## src/rtl/systolic_skew_feeder_4.sv

```systemverilog
// Left-edge feeder for a 4x4 systolic array. Accepts one 4-lane row vector per
// cycle and re-times it into a diagonal wavefront: lane i lags lane 0 by i cycles.
// A burst ends with a last-qualified vector; a 3-cycle drain then a done pulse follow.
module systolic_skew_feeder_4 #(
  parameter int unsigned DATA_WIDTH = 32,
  parameter int unsigned CNT_WIDTH  = 16
) (
  input  logic                    skew_clk,
  input  logic                    skew_rst_n,
  input  logic                    skew_in_valid,
  output logic                    skew_in_ready,
  input  logic                    skew_in_last,
  input  logic [4*DATA_WIDTH-1:0] skew_in_data,
  output logic                    skew_out_en_0,
  output logic                    skew_out_en_1,
  output logic                    skew_out_en_2,
  output logic                    skew_out_en_3,
  output logic [DATA_WIDTH-1:0]   skew_out_data_0,
  output logic [DATA_WIDTH-1:0]   skew_out_data_1,
  output logic [DATA_WIDTH-1:0]   skew_out_data_2,
  output logic [DATA_WIDTH-1:0]   skew_out_data_3,
  output logic                    skew_done,
  output logic                    skew_busy,
  output logic [CNT_WIDTH-1:0]    skew_vec_cnt
);

  typedef enum logic [1:0] {StIdle, StStream, StDrain, StDone} state_e;

  state_e                 state_q, state_d;
  logic [1:0]             drain_q, drain_d;
  logic [CNT_WIDTH-1:0]   cnt_q, cnt_d;
  logic                   accept;
  logic [3:0]             lane_en;
  logic [DATA_WIDTH-1:0]  lane_data [4];

  assign accept = skew_in_valid & skew_in_ready;

  // State register.
  always_ff @(posedge skew_clk or negedge skew_rst_n) begin
    if (!skew_rst_n) begin
      state_q <= StIdle;
    end else begin
      state_q <= state_d;
    end
  end

  // Next-state logic.
  always_comb begin
    state_d = state_q;
    unique case (state_q)
      StIdle: begin
        if (accept) state_d = skew_in_last ? StDrain : StStream;
      end
      StStream: begin
        if (accept && skew_in_last) state_d = StDrain;
      end
      StDrain: begin
        if (drain_q == 2'd2) state_d = StDone;
      end
      StDone: begin
        state_d = StIdle;
      end
      default: state_d = StIdle;
    endcase
  end

  // Output decode from registered state; ready never looks at valid.
  always_comb begin
    skew_in_ready = (state_q == StIdle) || (state_q == StStream);
    skew_busy     = (state_q != StIdle);
    skew_done     = (state_q == StDone);
  end

  // Drain counter and saturating accepted-vector counter next state.
  always_comb begin
    drain_d = drain_q;
    cnt_d   = cnt_q;
    if (state_q == StDrain) drain_d = drain_q + 2'd1;
    if (accept && skew_in_last) drain_d = 2'd0;
    if (accept) begin
      if (state_q == StIdle) begin
        cnt_d = CNT_WIDTH'(1);
      end else if (cnt_q != {CNT_WIDTH{1'b1}}) begin
        cnt_d = cnt_q + CNT_WIDTH'(1);
      end
    end
  end

  // Drain and vector counter registers.
  always_ff @(posedge skew_clk or negedge skew_rst_n) begin
    if (!skew_rst_n) begin
      drain_q <= 2'd0;
      cnt_q   <= '0;
    end else begin
      drain_q <= drain_d;
      cnt_q   <= cnt_d;
    end
  end

  assign skew_vec_cnt = cnt_q;

  // Lane g is a chain of g+1 flops; non-accept cycles inject zero bubbles so
  // gaps stay aligned with the skew.
  for (genvar g = 0; g < 4; g++) begin : g_lane
    logic [g:0]            en_q;
    logic [DATA_WIDTH-1:0] data_q [g+1];

    // Shift the lane's delay chain.
    always_ff @(posedge skew_clk or negedge skew_rst_n) begin
      if (!skew_rst_n) begin
        en_q <= '0;
        for (int s = 0; s <= g; s++) data_q[s] <= '0;
      end else begin
        en_q[0]   <= accept;
        data_q[0] <= accept ? skew_in_data[g*DATA_WIDTH +: DATA_WIDTH] : '0;
        for (int s = 1; s <= g; s++) begin
          en_q[s]   <= en_q[s-1];
          data_q[s] <= data_q[s-1];
        end
      end
    end

    assign lane_en[g]   = en_q[g];
    assign lane_data[g] = data_q[g];
  end

  assign skew_out_en_0   = lane_en[0];
  assign skew_out_en_1   = lane_en[1];
  assign skew_out_en_2   = lane_en[2];
  assign skew_out_en_3   = lane_en[3];
  assign skew_out_data_0 = lane_data[0];
  assign skew_out_data_1 = lane_data[1];
  assign skew_out_data_2 = lane_data[2];
  assign skew_out_data_3 = lane_data[3];

endmodule

```

## config.mk

```make
export PLATFORM = sky130hd
export DESIGN_NAME = systolic_skew_feeder_4
export DESIGN_NICKNAME = d
export VERILOG_FILES = /design/src/rtl/systolic_skew_feeder_4.sv
export SDC_FILE = /design/constraint.sdc
export NUM_CORES = 1
export LEC_CHECK = 0
export BUFFER_PORTS_ARGS = -buffer_cell sky130_fd_sc_hd__buf_2
export CAP_MARGIN = 20
export CORE_MARGIN = 1.5
export CORE_UTILIZATION = 40
export DETAILED_ROUTE_END_ITERATION = 8
export PLACE_DENSITY_LB_ADDON = 0.15
export SKIP_LAST_GASP = 1
export SLEW_MARGIN = 10
export SYNTH_ARGS = -nofsm -noshare
export SYNTH_HDL_FRONTEND = slang
export SYNTH_SLANG_ARGS = --single-unit
```

## constraint.sdc

```tcl
create_clock -name skew_clk -period 2 [get_ports skew_clk]
set_input_delay 0.3 -clock skew_clk [delete_from_list [all_inputs] [get_ports skew_clk]]
set_output_delay 0.3 -clock skew_clk [all_outputs]
set_load 0.01 [all_outputs]
```

Word-level counts from Yosys, hierarchy flattened
Cells that the tools add are included.
- register bits: 350
- input port bits: 132
- output and inout port bits: 151
- logic and storage cells: 49
- add/sub/neg operators: 2
- eq/ne operators: 8
- multiplexer cells: 13
- bitwise logic cells: 1
- reductions and logical operators: 8
- operator list (kind ; count):
    32-bit 2-to-1 mux ; 4
    16-bit 2-to-1 mux ; 2
    16-bit by 1-bit adder with 16-bit output, second input constant ; 1
    16-bit inequality test, second input constant ; 1
    2-bit 2-to-1 mux ; 6
    2-bit case mux with 4 select lines ; 1
    2-bit equality test, second input constant ; 3
    2-bit nonzero test ; 3
    2-bit inequality test, second input constant ; 2
    3-bit AND reduction ; 1
    2-bit by 1-bit adder with 2-bit output, second input constant ; 1
    2-bit by 1-bit equality test with 1-bit output, second input constant ; 1
    2-bit logical NOT ; 1
    2-bit by 1-bit inequality test with 1-bit output, second input constant ; 1
    2-bit AND reduction ; 1
    1-bit AND ; 1
    1-bit logical AND ; 1
    1-bit logical OR ; 1

Depth between registers and ports, before layout
- depth after elaboration: 6
- mapped depth: 8
- mapped depth without buffers: 7

Worst setup path after synthesis
Ideal clock, no wire load.
- path kind: register -> register
- start: register cnt_q[0], in the netlist skew_vec_cnt[0]
- end: register cnt_q[1], in the netlist skew_vec_cnt[1]
- library setup time: 0.120 ns
- data arrival time: 1.846 ns
- data required time: 1.880 ns
- path slack: 0.034 ns
- cell stages (with the launch flop): 7
- buffers on the path: 1
- clock period less this slack: 1.966 ns
- path through: dfrtp_1 > ha_1 > nand4_1 > or4_1 > buf_2 > and2_4 > a31o_2
- cells in the longest elaborated chain, start to end: 3
- elaborated cells on any way between the ends: 6
- those cells by class: add/sub: 1; eq/ne: 1; mux: 2; reduce/logical: 2
- RTL lines (item ; RTL line ; RTL):
    from (decl) ; 31 ; logic [CNT_WIDTH-1:0] cnt_q, cnt_d;
    from (signal assigned) ; 96 ; cnt_q <= cnt_d;
    16-bit by 1-bit adder with 16-bit output / 16-bit inequality test (equally long branches) ; 84, 83 ;
    16-bit 2-to-1 mux / 2-bit nonzero test (equally long branches) ; n/a ;
    16-bit 2-to-1 mux / 2-bit AND reduction (equally long branches) ; n/a ;
Several ways; a longest one is shown, not always the timed one. The select of a mux whose other input is x is not followed.
A chain may end at the register's enable or synchronous reset.

Final worst setup path
- start: register state_q[0]
- end: output skew_in_ready
- cells in the longest elaborated chain, start to end: 2
- elaborated cells on any way between the ends: 3
- those cells by class: eq/ne: 1; reduce/logical: 2
- RTL lines (item ; RTL line ; RTL):
    from (decl) ; 29 ; state_e state_q, state_d;
    from (signal assigned) ; 41 ; state_q <= StIdle;
    from (signal assigned) ; 43 ; state_q <= state_d;
    2-bit by 1-bit equality test with 1-bit output / 2-bit logical NOT (equally long branches) ; 69 ; skew_in_ready = (state_q == StIdle) || (state_q == StStream);
    1-bit logical OR * ; 69 ;
    to (decl) ; 11 ; output logic skew_in_ready,
Mark *: on every way between the ends. The rest lies on a longest branch, timed or not.

==> run_results.csv <==
group,metric,value,unit
outcome,status,"finished, final reports clean",
finish,post-route-util,54.60,%
detailed_routing,drt_iter0_markers,404,
clock_tree,cts_buffer_depth,3,
clock_tree,clk_latency,0.50,ns
global_routing,antenna_found_initial,0,
clock_tree,htreeDepth,2,
clock_tree,clk_pin_slew,0.06,ns
timing,finalCritPeriodShare,98.85,%
floorplan,start_util,40.67,%
detailed_routing,avgViaCountPerCell,4.307,
global_routing,grtUsageTotal,14.66,%
worst_setup_path,slowest_delay,0.39,ns
job,maxCapViolations,0,
floorplan,die_w,168.3,um
detailed_routing,drtAntennaViolNets,0,
clock_tree,cts.sinks,344,
finish,area_growth_syn_to_layout,34.24,%
timing,slew_headroom,69.27,%
yosys,yosys_register_bits,344,
yosys,syn_inst,701,
worst_setup_path,path_class,"register to primary output",
floorplan,die_h,168.3,um
yosys,ys_warn_count,0,
worst_setup_path,slowest_stage,"dfrtp_1",
timing,setup_viol,0,
timing,hold_viol,0,
timing,finalCriticalPeriod,1.977,ns
yosys,netlist_area,0.01093,sq mm
finish,layout.cells.non_filler,1422,
detailed_routing,vias,6125,
worst_setup_path,cp_max_fo,3,
detailed_routing,first_pass_iters,4,
worst_setup_path,end_kind,"primary output",
yosys,synth_seq_area_share,78.75,%
detailed_routing,drc_errors,0,
yosys,ys_async_sr_fraction,100.0,%
yosys,netlist.area_leader.share,78.75,%
finish,drive_above_1_share,35.89,%
floorplan,io_pins,283,
detailed_routing,wl_per_cell,14.37,um
finish,final_common_cell,"dfrtp_1",
yosys,synth_enable_flop_cells,0,
finish,mostFrequentLayoutCells,"344 x dfrtp_1, 280 x buf_2, 130 x and2_1, 118 x dlygate4sd3_1, 37 x clkbuf_16",
global_routing,grt_pass1_vias,6354,
floorplan,num_rows,60,
worst_setup_path,crit_chain,"buf_4 -> ha_1 -> or2_2 -> buf_6",
power,power,18.33,mW
worst_setup_path,cp_data_arrival_time,1.68,ns
yosys,yosysUniqueCellTypes,40,
clock_tree,cts-root-buf,"clkbuf_16",
floorplan,die_area,0.02833,sq mm
worst_hold_path,hold_class,"input pin to register",
global_routing,overflow,0,
placed_design,io_buffer_count,282,
clock_tree,cts_tree,"done",
timing,rsz0062_at_grt,"true",
floorplan,core_area,0.02688,sq mm
global_routing,grt_pass1_wl,32710,um
yosys,ys.flop_type,"dfrtp_1",
yosys,synth.area.top_cells,"dfrtp_1 79%, and2_1 7.4%, buf_4 6.6%",
timing,max_freq,505.8,MHz
worst_setup_path,start_kind,"register",
power,power.density,1249,mW/mm^2
power,vdd_drop_max,0.6757,mV
finish,diodes,0,
detailed_routing,wl,20440,um
yosys,yosysTopAreaCell,"dfrtp_1",
yosys,post_synth.cell_area_avg,15.59,sq um
power,leakagePower,7.846,nW
yosys,synth_nets,839,
placed_design,gp_congestion,0.7578,
clock_tree,numCtsBuffers,36,
timing,maxSlewViolCount,0,
timing,worst_pin_slew,0.4609,ns
global_routing,grt_max_degree,82,
placed_design,dpl.hpwl,12970,um
placed_design,dp_cells,1237,
finish,layout.nets,1194,
timing,skew,0.009662,ns
worst_setup_path,cp_data_required_time,1.70,ns
==> power breakdown <==
| part | switching, mW | internal (mW) | total [mW] |
|---|---|---|---|
| logic | 1.69 | 1.44 | 3.13 |
| registers | 0.364 | 8.41 | 8.78 |
| clock network | 2.56 | 3.86 | 6.42 |
| total | 4.62 | 13.7 | 18.3 |
==> cells by family after synthesis <==
family | after synthesis | synth area share (%)
XOR/XNOR | 1 | 0.08014
adder cells (fa/ha/maj) | 6 | 0.6868
buffers and inverters | 125 | 7.624
flip-flops | 344 | 78.75
multiplexers | 4 | 0.3778
AND/OR/NAND/NOR | 179 | 9.844
AO/OA/AOI/OAI | 42 | 2.633
==> routing by layer <==
| metal | track usage (%) | share of wire [%] | vias up |
|---|---|---|---|
| met5 | 0 | 0 | - |
| met3 | 4.466 | 6.6 | 49 |
| met4 | 6.716 | 3.6 | 0 |
| met2 | 24.28 | 50 | 179 |
| li1 | - | - | 2856 |
| met1 | 17.66 | 40 | 3041 |
==> flip-flops by register name, indices dropped and copies added (netlist names), 4 cells and up <==
name	count
skew_out_data_2	32
g_lane.en_q	4
skew_out_data_0	32
g_lane.data_q	192
skew_out_data_1	32
skew_vec_cnt	16
skew_out_data_3	32
==> stage by stage <==
step	setup WS (ns)	cell area (sq um)	hold slack (ns)	setup TNS (ns)
2_1_floorplan	0.03397	10930	0.004409	0
3_3_place_gp	0.05182	12260	0.2682	0
3_5_place_dp	0.001004	12260	0.2719	0
4_1_cts	0.003810	14660	0.001275	0
5_1_grt	-0.03486	14670	0.009494	-0.06925
6_report	0.02309	14670	0.02471	0
==> final timing paths <==
path / endpoint / start / cells after the start / slack (ns)
setup reg to reg: skew_vec_cnt[1] / skew_vec_cnt[0] / 5 / 0.12
setup / recovery: skew_in_ready / state_q[0] / 4 / 0.02
min in group asynchronous: g_lane[2].data_q[92] / skew_rst_n / 2 / 0.32
max in group asynchronous: skew_out_data_1[1] / skew_rst_n / 3 / 0.99
hold reg to reg: g_lane[3].data_q[95] / g_lane[3].data_q[127] / 0 / 0.34
hold / removal: g_lane[2].data_q[81] / skew_in_data[81] / 2 / 0.02
==> final cells by class <==
class | count | area, sq um
well taps | 341 | 426.7
clock buffers | 51 | 1069
multi-input cells | 232 | 1506
fillers | 2263 | 12200
flip-flops and latches | 344 | 8608
repair buffers | 434 | 2930
clock inverters | 12 | 100.1
inverters | 8 | 32.53
==> cells in the mapped netlist (6+ instances only) <==
cell type and n:
nor3_1 6, a31oi_1 8, ha_1 6, buf_4 96, nand3_1 6, nor2_1 12, dfrtp_1 344, o21ai_0 7
and2_1 130, clkbuf_1 17, inv_1 6, a21oi_1 10
==> worst max-delay path, delay by kind of cell (launching register included) <==
family	cells	cell delay [ns]
simple gates	1	0.32
fa+ha+maj	1	0.20
flops	1	0.39
buf+inv	2	0.28
==> what timing repair did <==
action                                 4_1_cts  5_1_grt
setup endpoints to repair                    5       10
hold buffers                               118        0
endpoints found under the hold margin      163        0
gates resized for setup                      5        2
setup buffers                                4        0
No activity file was read; power rests on OpenSTA's default activity.
